$ cat config.mk
export PLATFORM = sky130hd
export DESIGN_NAME = convolutor_z_streamer
export DESIGN_NICKNAME = d
export VERILOG_FILES = /design/src/rtl/convolutor_pkg.sv /design/src/rtl/convolutor_stream_fifo.sv /design/src/rtl/convolutor_z_streamer.sv
export SDC_FILE = /design/constraint.sdc
export NUM_CORES = 1
export LEC_CHECK = 0
export ABC_AREA = 0
export CORE_MARGIN = 3
export CORE_UTILIZATION = 35
export DETAILED_ROUTE_END_ITERATION = 10
export REMOVE_ABC_BUFFERS = 1
export SETUP_SLACK_MARGIN = 0.05
export SYNTH_ARGS = -nofsm -noshare
export SYNTH_HDL_FRONTEND = slang
export SYNTH_HIERARCHICAL = 1
export SYNTH_SLANG_ARGS = --single-unit
$ cat constraint.sdc
create_clock -name clk -period 3 [get_ports clk]
set_input_delay 0.6 -clock clk [delete_from_list [all_inputs] [get_ports clk]]
set_output_delay 0.6 -clock clk [all_outputs]
set_load 0.05 [all_outputs]
$ cat src/rtl/convolutor_pkg.sv
// Shared types and constants for the convolution coprocessor result path.
package convolutor_pkg;

    localparam int CONV_ZDATA_W = 16;
    localparam int CONV_ZADDR_W = 6;

    typedef enum logic [1:0] {
        ZS_IDLE,
        ZS_FETCH,
        ZS_DRAIN
    } zs_state_t;

    typedef logic [CONV_ZDATA_W-1:0] zword_t;

endpackage

$ cat src/rtl/convolutor_stream_fifo.sv
// Small synchronous first-word-fall-through FIFO that buffers {last, data}
// between the Z RAM read pipeline and the stream consumer.
module convolutor_stream_fifo #(
    parameter int WIDTH = 17,
    parameter int DEPTH = 4
) (
    input  logic                           clk,
    input  logic                           rst_n,
    input  logic                           push,
    input  logic                           pop,
    input  logic [WIDTH-1:0]               din,
    output logic [WIDTH-1:0]               dout,
    output logic [$clog2(DEPTH+1)-1:0]     count,
    output logic                           full,
    output logic                           empty
);

    localparam int PTR_W = (DEPTH > 1) ? $clog2(DEPTH) : 1;
    localparam int CNT_W = $clog2(DEPTH + 1);

    logic [WIDTH-1:0] mem [DEPTH];
    logic [PTR_W-1:0] wr_ptr;
    logic [PTR_W-1:0] rd_ptr;
    logic             do_push;
    logic             do_pop;

    function automatic logic [PTR_W-1:0] ptr_inc(input logic [PTR_W-1:0] p);
        return (p == PTR_W'(DEPTH - 1)) ? '0 : p + PTR_W'(1);
    endfunction

    assign do_push = push & ~full;
    assign do_pop  = pop & ~empty;
    assign full    = (count == CNT_W'(DEPTH));
    assign empty   = (count == '0);
    assign dout    = mem[rd_ptr];

    // Storage array write port.
    // NOTE: the data array has no reset; only pointers/count need one, and
    // the top gates the output while the FIFO is empty.
    always_ff @(posedge clk) begin
        if (do_push) begin
            mem[wr_ptr] <= din;
        end
    end

    // Pointer and occupancy bookkeeping; simultaneous push and pop leaves count unchanged.
    // NOTE: sequential state uses non-blocking assignments so every register
    // samples the pre-edge values regardless of statement order.
    always_ff @(posedge clk or negedge rst_n) begin
        if (!rst_n) begin
            wr_ptr <= '0;
            rd_ptr <= '0;
            count  <= '0;
        end else begin
            if (do_push) wr_ptr <= ptr_inc(wr_ptr);
            if (do_pop)  rd_ptr <= ptr_inc(rd_ptr);
            case ({do_push, do_pop})
                2'b10:   count <= count + CNT_W'(1);
                2'b01:   count <= count - CNT_W'(1);
                default: count <= count;
            endcase
        end
    end

    // The upstream credit scheme must never push into a full buffer.
    no_overflow: assert property (@(posedge clk) disable iff (!rst_n) !(push && full));

endmodule

$ cat src/rtl/convolutor_z_streamer.sv
// Reads words 0..len-1 from the Z RAM (1-clk registered read) and streams
// them over valid/ready with a last flag at up to one word per clock.
module convolutor_z_streamer
    import convolutor_pkg::*;
#(
    parameter int DATA_WIDTH = CONV_ZDATA_W,
    parameter int ADDR_WIDTH = CONV_ZADDR_W,
    parameter int FIFO_DEPTH = 4
) (
    input  logic                  clk,
    input  logic                  rst_n,
    input  logic                  start_i,
    input  logic [ADDR_WIDTH:0]   z_len_i,
    output logic [ADDR_WIDTH-1:0] zmem_addr_o,
    input  logic [DATA_WIDTH-1:0] zmem_data_i,
    output logic [DATA_WIDTH-1:0] m_data_o,
    output logic                  m_valid_o,
    input  logic                  m_ready_i,
    output logic                  m_last_o,
    output logic                  busy_o,
    output logic                  done_o
);

    localparam int LEN_W = ADDR_WIDTH + 1;
    localparam int CNT_W = $clog2(FIFO_DEPTH + 1);
    localparam logic [LEN_W-1:0] MAX_LEN = LEN_W'(1 << ADDR_WIDTH);

    zs_state_t        state;
    zs_state_t        state_nxt;

    logic [LEN_W-1:0] len_sat;
    logic [LEN_W-1:0] len_q;
    logic [LEN_W-1:0] issue_cnt;   // reads issued so far
    logic [LEN_W-1:0] out_idx;     // words handed to the consumer so far
    logic [LEN_W-1:0] issue_idx;

    logic             rd_v1, rd_l1; // address on the RAM port this clk
    logic             rd_v2, rd_l2; // RAM data valid this clk

    logic             accept;
    logic             issue;
    logic             issue_last;
    logic             pop;
    logic             pop_last;
    logic             credit_ok;
    logic [CNT_W:0]   occupancy;

    logic [CNT_W-1:0] fifo_count;
    logic             fifo_full;
    logic             fifo_empty;
    logic [DATA_WIDTH:0] fifo_dout;

    assign len_sat   = (z_len_i > MAX_LEN) ? MAX_LEN : z_len_i;
    assign occupancy = (CNT_W+1)'(fifo_count) + (CNT_W+1)'(rd_v1) + (CNT_W+1)'(rd_v2);
    assign credit_ok = ~fifo_full && (occupancy < (CNT_W+1)'(FIFO_DEPTH));
    assign pop       = m_valid_o & m_ready_i;
    assign pop_last  = pop && (out_idx == len_q - LEN_W'(1));

    // FSM state register.
    always_ff @(posedge clk or negedge rst_n) begin
        if (!rst_n) state <= ZS_IDLE;
        else        state <= state_nxt;
    end

    // FSM next-state: leave IDLE on a non-empty start, drain after the last read issue.
    // NOTE: every combinational output is defaulted first so no path leaves
    // it unassigned, which would otherwise infer a latch.
    always_comb begin
        state_nxt = state;
        case (state)
            ZS_IDLE:  if (issue)      state_nxt = issue_last ? ZS_DRAIN : ZS_FETCH;
            ZS_FETCH: if (issue_last) state_nxt = ZS_DRAIN;
            ZS_DRAIN: if (pop_last)   state_nxt = ZS_IDLE;
            default:                  state_nxt = ZS_IDLE;
        endcase
    end

    // FSM outputs: start acceptance and read issue under the buffer credit limit.
    always_comb begin
        accept     = 1'b0;
        issue      = 1'b0;
        issue_idx  = issue_cnt;
        issue_last = 1'b0;
        case (state)
            ZS_IDLE: begin
                accept     = start_i;
                issue      = start_i && (len_sat != '0);
                issue_idx  = '0;
                issue_last = issue && (len_sat == LEN_W'(1));
            end
            ZS_FETCH: begin
                issue      = credit_ok;
                issue_last = credit_ok && (issue_cnt == len_q - LEN_W'(1));
            end
            default: ;
        endcase
    end

    // Counters, read-pipeline flags, RAM address and the busy/done status.
    always_ff @(posedge clk or negedge rst_n) begin
        if (!rst_n) begin
            len_q       <= '0;
            issue_cnt   <= '0;
            out_idx     <= '0;
            zmem_addr_o <= '0;
            rd_v1       <= 1'b0;
            rd_l1       <= 1'b0;
            rd_v2       <= 1'b0;
            rd_l2       <= 1'b0;
            busy_o      <= 1'b0;
            done_o      <= 1'b0;
        end else begin
            rd_v1  <= issue;
            rd_l1  <= issue_last;
            rd_v2  <= rd_v1;
            rd_l2  <= rd_l1;
            done_o <= (accept && (len_sat == '0)) || pop_last;

            if (issue) zmem_addr_o <= issue_idx[ADDR_WIDTH-1:0];

            if (accept) begin
                len_q     <= len_sat;
                issue_cnt <= LEN_W'(issue);
                out_idx   <= '0;
                busy_o    <= (len_sat != '0);
            end else begin
                if (issue)    issue_cnt <= issue_cnt + LEN_W'(1);
                if (pop)      out_idx   <= out_idx + LEN_W'(1);
                if (pop_last) busy_o    <= 1'b0;
            end
        end
    end

    convolutor_stream_fifo #(
        .WIDTH (DATA_WIDTH + 1),
        .DEPTH (FIFO_DEPTH)
    ) u_fifo (
        .clk   (clk),
        .rst_n (rst_n),
        .push  (rd_v2),
        .pop   (pop),
        .din   ({rd_l2, zmem_data_i}),
        .dout  (fifo_dout),
        .count (fifo_count),
        .full  (fifo_full),
        .empty (fifo_empty)
    );

    assign m_valid_o = ~fifo_empty;
    assign m_data_o  = fifo_empty ? '0 : fifo_dout[DATA_WIDTH-1:0];
    assign m_last_o  = ~fifo_empty & fifo_dout[DATA_WIDTH];

endmodule
Word level (Yosys, flattened, before mapping). Memory sizes are Yosys's and may differ from the RTL's. Index checks and enable logic that the tools add are counted.

Register bits after elaboration: 42. Latch bits: 0. RAM bits: 68. Memory bits (read-only): 0. Bits of input ports: 27. Output and inout bits: 26. Word-level logic and storage cells: 83. Memories: 1.

Memories: u_fifo.mem (words 4, width 17, read ports 1, clocked after Yosys merged registers in 0, write ports 1, RTL line convolutor_stream_fifo.sv:21) `logic [WIDTH-1:0] mem [DEPTH];`.

Add/subtract/negate cells: 9. $mul: 0. Div/mod/pow operators: 0. $lt $le $gt $ge: 2. Eq/ne operators: 13. Shifts and indexed selects: 0. Muxes and demuxes: 22. Bitwise logic cells: 6. Reductions and logical operators: 16.

Operator list (count): 7-bit 2-to-1 mux (5); 16-bit 2-to-1 mux (1); 7-bit by 1-bit adder with 7-bit output (second input constant) (2); 7-bit equality test (2); 2-bit 2-to-1 mux (6); 2-bit equality test (second input constant) (4); 2-bit nonzero test (4); 7-bit by 1-bit equality test with 1-bit output (second input constant) (1); 7-bit > comparator (second input constant) (1); 7-bit zero test (1); 7-bit nonzero test (1); 7-bit by 1-bit subtractor with 7-bit output (second input constant) (1); 1-bit logical AND (6); 6-bit 2-to-1 mux (1); 2-bit != test (second input constant) (3); 2-bit one-hot mux with 3 select lines (1); 3-bit one-hot mux with 2 select lines (1); 1-bit 2-to-1 mux (5); 2-bit by 1-bit adder with 2-bit output (second input constant) (2); 3-bit by 1-bit adder with 4-bit output (1); 4-bit by 1-bit adder with 4-bit output (1); 1-bit AND (4); 2-bit by 1-bit equality test with 1-bit output (second input constant) (2); 4-bit by 3-bit < comparator with 1-bit output (second input constant) (1); 9 further kinds (11).

Logic depth before layout (Yosys ltp). Gate-level depths: netlist of the first run.

Depth in word-level cells: 9. Gate-level depth with buffers: 11. Gate-level depth less buffers: 10.

Modules after synthesis. Netlist of the first run, hierarchy kept.

Modules (own cells, without submodules): convolutor_stream_fifo (instances 1, cells each 130, area each 2911.5 µm², seq. area each 2217.1 µm²); convolutor_z_streamer (instances 1, cells each 216, area each 2039.5 µm², seq. area each 875.8 µm²).

Worst setup path after synthesis of the first run. No wires, ideal clock.

Path kind: reg2out. Start: register u_fifo.rd_ptr[0]. End: output port m_data_o[10]. Arrival: 1.775 ns. Required time: 2.400 ns. Path slack: 0.625 ns. Stages on the path, launching flop included: 5. Buffers on the path: 2. Path through: dfrtp_1 -> buf_4 -> buf_4 -> mux4_2 -> nor2b_1.

Longest elaborated chain between the ends: 2.

Ends and longest elaborated chain: from (decl) (RTL line convolutor_stream_fifo.sv:23) `logic [PTR_W-1:0] rd_ptr;`; from (signal assigned) (RTL line convolutor_stream_fifo.sv:56) `if (do_pop) rd_ptr <= ptr_inc(rd_ptr);`; memory read 4 x 17 bit; net fifo_dout[10] (RTL line convolutor_z_streamer.sv:51) `logic [DATA_WIDTH:0] fifo_dout;`; 16-bit 2-to-1 mux (RTL line convolutor_z_streamer.sv:150) `assign m_data_o = fifo_empty ? '0 : fifo_dout[DATA_WIDTH-1:0];`; to (decl) (RTL line convolutor_z_streamer.sv:16) `output logic [DATA_WIDTH-1:0] m_data_o,`.

The timed path passes the listed nets, and every way through them passes these cells.

Worst setup path in the final report of the first run.
Start: register u_fifo.rd_ptr[0]. End: output port m_last_o.

Longest elaborated chain between the ends: 2.

Ends and longest elaborated chain: memory read 4 x 17 bit; net fifo_dout[16] (RTL line convolutor_z_streamer.sv:51); 1-bit AND (RTL line convolutor_z_streamer.sv:151) `assign m_last_o = ~fifo_empty & fifo_dout[DATA_WIDTH];`; to (decl) (RTL line convolutor_z_streamer.sv:19) `output logic m_last_o,`.

The timed path passes the listed nets, and every way through them passes these cells.

==> results of run 1 <==
critical path: stages, from the launching register on:
cell	delay (ns)
sky130_fd_sc_hd__dfrtp_1	0.48
sky130_fd_sc_hd__buf_4	0.36
sky130_fd_sc_hd__mux4_2	0.56
sky130_fd_sc_hd__nor2b_1	0.15
sky130_fd_sc_hd__buf_4	0.19
Yosys cell counts (2+ instances only):
library cell and n:
sky130_fd_sc_hd__o21a_1 2, sky130_fd_sc_hd__mux2i_1 3, sky130_fd_sc_hd__nor3b_1 2, sky130_fd_sc_hd__mux4_2 17, sky130_fd_sc_hd__nand2b_1 2, sky130_fd_sc_hd__and3_1 2
sky130_fd_sc_hd__nand2_1 21, sky130_fd_sc_hd__a22o_1 6, sky130_fd_sc_hd__nor2_1 21, sky130_fd_sc_hd__and3_2 4, sky130_fd_sc_hd__nand3_1 5, sky130_fd_sc_hd__o211ai_1 2
sky130_fd_sc_hd__xnor2_1 14, sky130_fd_sc_hd__inv_1 15, sky130_fd_sc_hd__clkbuf_1 7, sky130_fd_sc_hd__and3b_1 2, sky130_fd_sc_hd__mux2_2 3, sky130_fd_sc_hd__a21oi_1 2
sky130_fd_sc_hd__dfrtp_1 42, sky130_fd_sc_hd__ha_1 10, sky130_fd_sc_hd__a31o_1 2, sky130_fd_sc_hd__nor3_1 3, sky130_fd_sc_hd__buf_2 5, sky130_fd_sc_hd__nand4_1 5
sky130_fd_sc_hd__edfxtp_1 68, sky130_fd_sc_hd__buf_4 2, sky130_fd_sc_hd__nor2b_1 20, sky130_fd_sc_hd__xor2_1 16, sky130_fd_sc_hd__o21ai_0 8, sky130_fd_sc_hd__nand3b_1 6
sky130_fd_sc_hd__and4_1 2, sky130_fd_sc_hd__mux2_4 2
through the flow:
| stage | instance area [sq um] | util (%) |
|---|---|---|
| 2_1_floorplan | 4860 | - |
| 3_3_place_gp | 5620 | 41.4 |
| 3_5_place_dp | 5620 | 41.4 |
| 4_1_cts | 5910 | 43.6 |
| 5_1_grt | 5910 | 43.6 |
| 6_report | 5910 | 43.6 |
worst max-delay path by stage:
stage,from,endpoint,depth (start not counted)
3_5_place_dp,m_ready_i,u_fifo/count[2],10
4_1_cts,u_fifo/rd_ptr[0],m_last_o,4
5_1_grt,u_fifo/rd_ptr[0],m_last_o,4
2_1_floorplan,u_fifo/count[0],u_fifo/count[2],10
3_3_place_gp,m_ready_i,u_fifo/count[2],10
6_report,u_fifo/rd_ptr[0],m_last_o,4
final cells by class:
class	instances	area [sq um]
Fill cell	1246	7650
Sequential cell	110	3090
Clock buffer	10	239
Multi-Input combinational cell	203	1720
Clock inverter	6	52.6
Timing Repair Buffer	59	526
Inverter	16	60.1
Tap cell	176	220
per-layer routing:
metal	wire length, um	vias up
met2	4460	75
met5	0	-
met1	4200	1402
met4	143	0
li1	-	1363
met3	426	10
layout by cell type, fill, tap and decap left out, types with 4 or more instances in the layout:
cell type / count
sky130_fd_sc_hd__dfrtp_1: 42
sky130_fd_sc_hd__ha_1: 10
sky130_fd_sc_hd__nor2b_1: 20
sky130_fd_sc_hd__nor2_1: 21
sky130_fd_sc_hd__o21ai_0: 8
sky130_fd_sc_hd__clkdlybuf4s50_1: 34
sky130_fd_sc_hd__xor2_1: 16
sky130_fd_sc_hd__nand3_1: 5
sky130_fd_sc_hd__a22o_1: 6
sky130_fd_sc_hd__buf_4: 24
sky130_fd_sc_hd__mux4_2: 17
sky130_fd_sc_hd__and3_2: 4
sky130_fd_sc_hd__nand4_1: 5
sky130_fd_sc_hd__xnor2_1: 14
sky130_fd_sc_hd__clkbuf_16: 9
sky130_fd_sc_hd__nand3b_1: 6
sky130_fd_sc_hd__edfxtp_1: 68
sky130_fd_sc_hd__nand2_1: 21
sky130_fd_sc_hd__inv_1: 15
state kept, by name (all words and copies together) (netlist names), 2 cells and up:
signal	cells
state	2
u_fifo/rd_ptr	2
u_fifo/count	3
out_idx	7
u_fifo/wr_ptr	2
u_fifo/mem	68
issue_cnt	7
zmem_addr_o	6
len_q	7
power by group through the flow:
stage	Combinational [mW]	Clock [mW]	Sequential, mW
2_1_floorplan	2.17	0	2.44
3_3_place_gp	3.12	0	2.38
3_5_place_dp	3.16	0	2.40
4_1_cts	3.17	1.20	2.37
5_1_grt	3.40	1.24	2.42
6_report	3.13	1.15	2.36
kinds of logic after synthesis:
group | Yosys count | synth area share (%)
muxes | 25 | 9.63
buffers and inverters | 33 | 2.96
DFF | 110 | 62.5
AOI/OAI and AO/OA | 31 | 4.68
xor gates and xnor gates | 30 | 5.31
adders and majority gates | 12 | 3.13
and+or+nand+nor | 105 | 11.8
==> impl_summary.log, run 1 <==
[metrics] outcome: complete, no violations
[metrics] wire length of the first global-routing pass: 15.6 mm
[metrics] Max-Slew Margin vs Limit: 37.5%
[metrics] number of violations reported at the end of detailed-routing iteration 0: 173
[metrics] Period minus WS final: 2.71 ns
[metrics] Internal Pwr Total: 3.91 mW
[metrics] Final Setup Violations: 0
[metrics] vias per std cell: 4.91
[metrics] global routing usage on met3: 3.54%
[metrics] Cell Count, Final, Fillers Out: 580
[metrics] H-tree depth: 3
[metrics] Cell Pwr Density: 1120 mW/mm^2
[metrics] port bufs: 52
[metrics] Cell variety after synth: 57
[metrics] area growth from synthesis to layout: 19.3%
[metrics] cell types with the largest area share after synthesis: sky130_fd_sc_hd__edfxtp_1, sky130_fd_sc_hd__dfrtp_1, sky130_fd_sc_hd__mux4_2, sky130_fd_sc_hd__xor2_1, sky130_fd_sc_hd__ha_1
[metrics] startpoint kind of the worst setup timing path: register
[metrics] share of the clock period used by the worst path after layout: 90.4%
[metrics] HP Class: register to register
[metrics] fraction of layout instances using a drive strength above 1: 18.8%
[metrics] Crit Reg-Reg Startpoint: u_fifo/count[0]
[metrics] Static Leak: 2.30 nW
[metrics] Clock transition at path regs: 0.07 ns
[metrics] length in cells of the worst reg-to-reg path: 9
[metrics] total negative setup slack: 0 ns
[metrics] # diodes: 0
[metrics] synthesized area per cell: 14.3 sq um
[metrics] signal arrival time at the worst endpoint: 2.11 ns
[metrics] hold slack: 0.349 ns
[metrics] standard-cell rows: 42
[metrics] clock tree root driver cell: sky130_fd_sc_hd__clkbuf_16
[metrics] number of global-route vias before repair: 2985
[metrics] placed cells: 564
[metrics] kind of capture point of the worst setup path: primary output
[metrics] remaining antenna violation count: 0
[metrics] Clock Sinks: 110
[metrics] Final Slew Violations: 0
[metrics] sequential share of power: 35.6%
[metrics] grt ovf: 0
[metrics] number of flops mapped to enable cells by yosys: 68
[metrics] critical path class: register to primary output
[metrics] Final Hold Viols: 0
[metrics] met2 track utilization from global routing: 19.8%
[metrics] measured slew at the worst slew-check pin: 0.937 ns
[metrics] cell taking the most area after synthesis: sky130_fd_sc_hd__edfxtp_1
[metrics] Max-cap violations: 0
[metrics] GRT Util Overall: 12.5%
[metrics] total number of vias: 2850
[metrics] hold wc startpoint: rd_l1
[metrics] net switching power figure: 2.73 mW
[metrics] worst-path fanout max: 15
[metrics] hold path endpoint: rd_l2
[metrics] worst reg2reg path endpoint: u_fifo/count[2]
[metrics] weighted congestion at the end of routability-driven global placement: 0.805
[metrics] top-level port count: 53
[metrics] Post CTS Setup Buffer Count: 0
[metrics] Async SR Flop Fraction: 38.2%
[metrics] clock network fraction of design power: 17.3%
[metrics] later-pin clock latency in the skew report: 0.35 ns
[metrics] TritonCTS Buffers: 9
[metrics] number of antenna violations at the first check in global routing: 0
[metrics] switching share of power: 41.1%
[metrics] hold buffer count at CTS: 0
[metrics] top flip-flop cell by instance count after synthesis: sky130_fd_sc_hd__edfxtp_1
[metrics] worst voltage drop across the vdd grid: 0.527 mV
[metrics] setup repair after global routing missed its margin: no
[metrics] floorplan die width: 125 um
[metrics] pin count of the biggest net entering global routing: 43
[metrics] number of instances on the worst hold path: 0
[metrics] Post-CTS Resized: 0
[metrics] synthesized flop and latch total: 110
[metrics] core region area: 0.0136 sq mm
[metrics] clock tree from TritonCTS: yes
[metrics] GR met1 Demand/Resource: 16.6%
[metrics] post-detailed-route DRC marker count: 0
[metrics] post-synth top area share: 41.2%
[metrics] maximum buffer depth of the clock tree: 2
[metrics] power after layout: 6.64 mW
[metrics] Netlist Area Pre-Place: 0.00495 sq mm
[metrics] number of standard cells after synthesis: 346
[metrics] post-route setup slack: 0.289 ns
[metrics] R2R Setup Slk: 0.74 ns
[metrics] First-pass DRT Iterations: 4
[metrics] Comb power frac: 47.1%
[metrics] height of the die: 125 um
[metrics] highest attainable clock frequency: 369 MHz
[metrics] Detailed Route WL: 9.23 mm
[metrics] busiest metal layer after global routing: met2
[metrics] Die Area: 0.0156 sq mm
[metrics] half-perimeter wire length after detailed placement: 6.32 mm
[metrics] Worst Path Required: 2.40 ns
[metrics] final net count: 437
[metrics] synthesis warning total: 6
[metrics] starting density of the core: 36.5%
[metrics] post-placement setup slack: 0.499 ns
[metrics] Clock Skews: 0.00628 ns
[metrics] average detailed-routed wire length per instance: 15.9 um
[metrics] fraction of the yosys area taken by sequential cells: 62.5%
No activity file was read; power rests on OpenSTA's default activity.
==> inputs of run 2 (changes only) <==
- GPL_TIMING_DRIVEN: not set -> 0
==> impl_summary.log, run 2 (synthesis results as in run 1) <==
[metrics] fraction of layout instances using a drive strength above 1: 14.0% (was 18.8%)
[metrics] starting density of the core: 36.5% (unchanged)
[metrics] Detailed Route WL: 9.07 mm (was 9.23 mm)
[metrics] clock network fraction of design power: 18.8% (was 17.3%)
[metrics] First-pass DRT Iterations: 4 (unchanged)
[metrics] net switching power figure: 2.72 mW (was 2.73 mW)
[metrics] Worst Path Required: 2.40 ns (about the same)
[metrics] Static Leak: 2.30 nW (about the same)
[metrics] area of the multi-input gates: 0.00172 sq mm (about the same)
[metrics] Clock Skews: 0.00826 ns (was 0.00628 ns)
[metrics] Max-cap violations: 0 (unchanged)
[metrics] flip-flop count of the largest register, all copies and words added: 68 (unchanged)
[metrics] Period minus WS final: 2.81 ns (was 2.71 ns)
[metrics] length in cells of the worst reg-to-reg path: 10 (was 9)
[metrics] Clock transition at path regs: 0.08 ns (was 0.07 ns)
[metrics] number of violations reported at the end of detailed-routing iteration 0: 130 (was 173)
[metrics] switching share of power: 41.3% (was 41.1%)
[metrics] area of all sequential standard cells: 0.00310 sq mm (was 0.00309 sq mm)
[metrics] H-tree depth: 3 (unchanged)
[metrics] worst-path fanout max: 20 (was 15)
[metrics] sequential share of power: 37.0% (was 35.6%)
[metrics] floorplan die width: 125 um (unchanged)
[metrics] Die Area: 0.0156 sq mm (unchanged)
[metrics] Cell Pwr Density: 1110 mW/mm^2 (was 1120 mW/mm^2)
[metrics] standard-cell rows: 42 (unchanged)
[metrics] Cell Count, Final, Fillers Out: 575 (was 580)
[metrics] port bufs: 52 (unchanged)
[metrics] average detailed-routed wire length per instance: 15.8 um (was 15.9 um)
[metrics] height of the die: 125 um (unchanged)
[metrics] top-level port count: 53 (unchanged)
[metrics] Final Setup Violations: 0 (unchanged)
[metrics] number of antenna violations at the first check in global routing: 0 (unchanged)
[metrics] Clock Sinks: 110 (unchanged)
[metrics] startpoint kind of the worst setup timing path: register (unchanged)
[metrics] number of filler instances in the final layout: 1244 (was 1246)
[metrics] # diodes: 0 (unchanged)
[metrics] total number of vias: 2855 (was 2850)
[metrics] post-route cell area: 0.00595 sq mm (was 0.00591 sq mm)
[metrics] TritonCTS Buffers: 9 (unchanged)
[metrics] R2R Setup Slk: 0.48 ns (was 0.74 ns)
[metrics] area growth from synthesis to layout: 20.1% (was 19.3%)
[metrics] placed cells: 559 (was 564)
[metrics] grt ovf: 0 (unchanged)
[metrics] GRT Util Overall: 12.1% (was 12.5%)
[metrics] Comb power frac: 44.1% (was 47.1%)
[metrics] leading cell type in the layout, fill and taps excluded: sky130_fd_sc_hd__edfxtp_1 (unchanged)
[metrics] setup repair after global routing missed its margin: no (unchanged)
[metrics] clock tree root driver cell: sky130_fd_sc_hd__clkbuf_16 (unchanged)
[metrics] Crit Reg-Reg Startpoint: u_fifo/count[0] (unchanged)
[metrics] critical path class: register to primary output (unchanged)
[metrics] final net count: 432 (was 437)
[metrics] worst reg2reg path endpoint: u_fifo/count[2] (unchanged)
[metrics] signal arrival time at the worst endpoint: 2.21 ns (was 2.11 ns)
[metrics] start point of the critical path: u_fifo/rd_ptr[0] (unchanged)
[metrics] Max-Slew Margin vs Limit: 43.8% (was 37.5%)
[metrics] measured slew at the worst slew-check pin: 0.843 ns (was 0.937 ns)
[metrics] highest attainable clock frequency: 356 MHz (was 369 MHz)
[metrics] capturing element of the worst setup path: m_data_o[6] (was m_last_o)
[metrics] post-detailed-route DRC marker count: 0 (unchanged)
[metrics] Placement Cell Area: 0.00564 sq mm (was 0.00562 sq mm)
[metrics] Final Slew Violations: 0 (unchanged)
[metrics] clock tree from TritonCTS: yes (unchanged)
[metrics] Internal Pwr Total: 3.87 mW (was 3.91 mW)
[metrics] maximum buffer depth of the clock tree: 2 (unchanged)
[metrics] later-pin clock latency in the skew report: 0.35 ns (about the same)
[metrics] register name with the most flops: u_fifo/mem (unchanged)
[metrics] HP Class: input pin to async pin (was register to register)
[metrics] most frequent cells in the layout: sky130_fd_sc_hd__edfxtp_1, sky130_fd_sc_hd__dfrtp_1, sky130_fd_sc_hd__clkdlybuf4s50_1, sky130_fd_sc_hd__nand2_1, sky130_fd_sc_hd__nor2_1 (was sky130_fd_sc_hd__edfxtp_1, sky130_fd_sc_hd__dfrtp_1, sky130_fd_sc_hd__clkdlybuf4s50_1, sky130_fd_sc_hd__buf_4)
[metrics] outcome: complete, no violations (unchanged)
[metrics] Final Hold Viols: 0 (unchanged)
[metrics] half-perimeter wire length after detailed placement: 6.06 mm (was 6.32 mm)
[metrics] remaining antenna violation count: 0 (unchanged)
[metrics] vias per std cell: 4.97 (was 4.91)
[metrics] share of the clock period used by the worst path after layout: 93.7% (was 90.4%)
[metrics] core region area: 0.0136 sq mm (unchanged)
[metrics] kind of capture point of the worst setup path: primary output (unchanged)
[metrics] worst voltage drop across the vdd grid: 0.597 mV (was 0.527 mV)
[metrics] wire length of the first global-routing pass: 15.0 mm (was 15.6 mm)
[metrics] weighted congestion at the end of routability-driven global placement: 0.770 (was 0.805)
[metrics] number of global-route vias before repair: 2875 (was 2985)
[metrics] pin count of the biggest net entering global routing: 38 (was 43)
==> run 2: power by group through the flow <==
stage | clock network [mW] | logic (mW) | registers, mW
floorplan | 0 | 2.17 | 2.44
global placement | 0 | 3.04 | 2.46
detailed placement | 0 | 3.07 | 2.48
CTS | 1.28 | 2.95 | 2.46
global route | 1.33 | 3.17 | 2.52
finish | 1.24 | 2.91 | 2.44
==> run 2: through the flow <==
stage / worst slack, ns / hold slack (ns) / util, % / setup TNS (ns) / power (mW)
CTS: 0.138 / 0.0587 / 43.9 / 0 / 6.69
floorplan: 0.0706 / 0.304 / - / 0 / 4.62
finish: 0.190 / 0.0676 / 43.9 / 0 / 6.60
global placement: -1.54 / 0.333 / 41.3 / -35.48 / 5.49
detailed placement: -0.333 / 0.335 / 41.6 / -4.85 / 5.55
global route: 0.0812 / 0.0581 / 43.9 / 0 / 7.03
==> run 2: cell type report <==
| type | count | share of cell area (%) |
|---|---|---|
| clock buffers | 9 | 3.79 |
| clock inverters | 7 | 1.58 |
| inverters | 16 | 1.01 |
| multi-input cells | 203 | 29.0 |
| flip-flops and latches | 110 | 52.1 |
| well taps | 176 | 3.70 |
| repair buffers | 54 | 8.84 |
==> run 2: critical path: stages (launching register included) <==
cell and delay [ns]:
sky130_fd_sc_hd__dfrtp_4 0.68, sky130_fd_sc_hd__mux4_2 0.57, sky130_fd_sc_hd__nor2b_1 0.15, sky130_fd_sc_hd__dlygate4sd2_1 0.45
==> run 2: worst min-delay path by stage <==
| stage | endpoint | slack (ns) | cells after the start |
|---|---|---|---|
| 2_1_floorplan | busy_o | 0.30 | 0 |
| 3_3_place_gp | rd_l2 | 0.33 | 0 |
| 3_5_place_dp | rd_l2 | 0.33 | 0 |
| 4_1_cts | zmem_addr_o[2] | 0.06 | 1 |
| 5_1_grt | busy_o | 0.06 | 1 |
| 6_report | zmem_addr_o[2] | 0.07 | 1 |
==> run 2: timing repair <==
item	CTS	global route
buffers inserted	0	0
setup endpoints to repair	19	0
resized for setup	21	0
hold endpoints to repair	0	0
hold buffers	0	0
==> run 2: per-layer routing <==
metal	global-route usage, %	share of wire [%]	up-vias
met5	0	0	-
met4	4.40	1.5	0
met3	3.20	4.4	10
met2	19.4	48	60
met1	15.9	46	1435
li1	-	-	1350
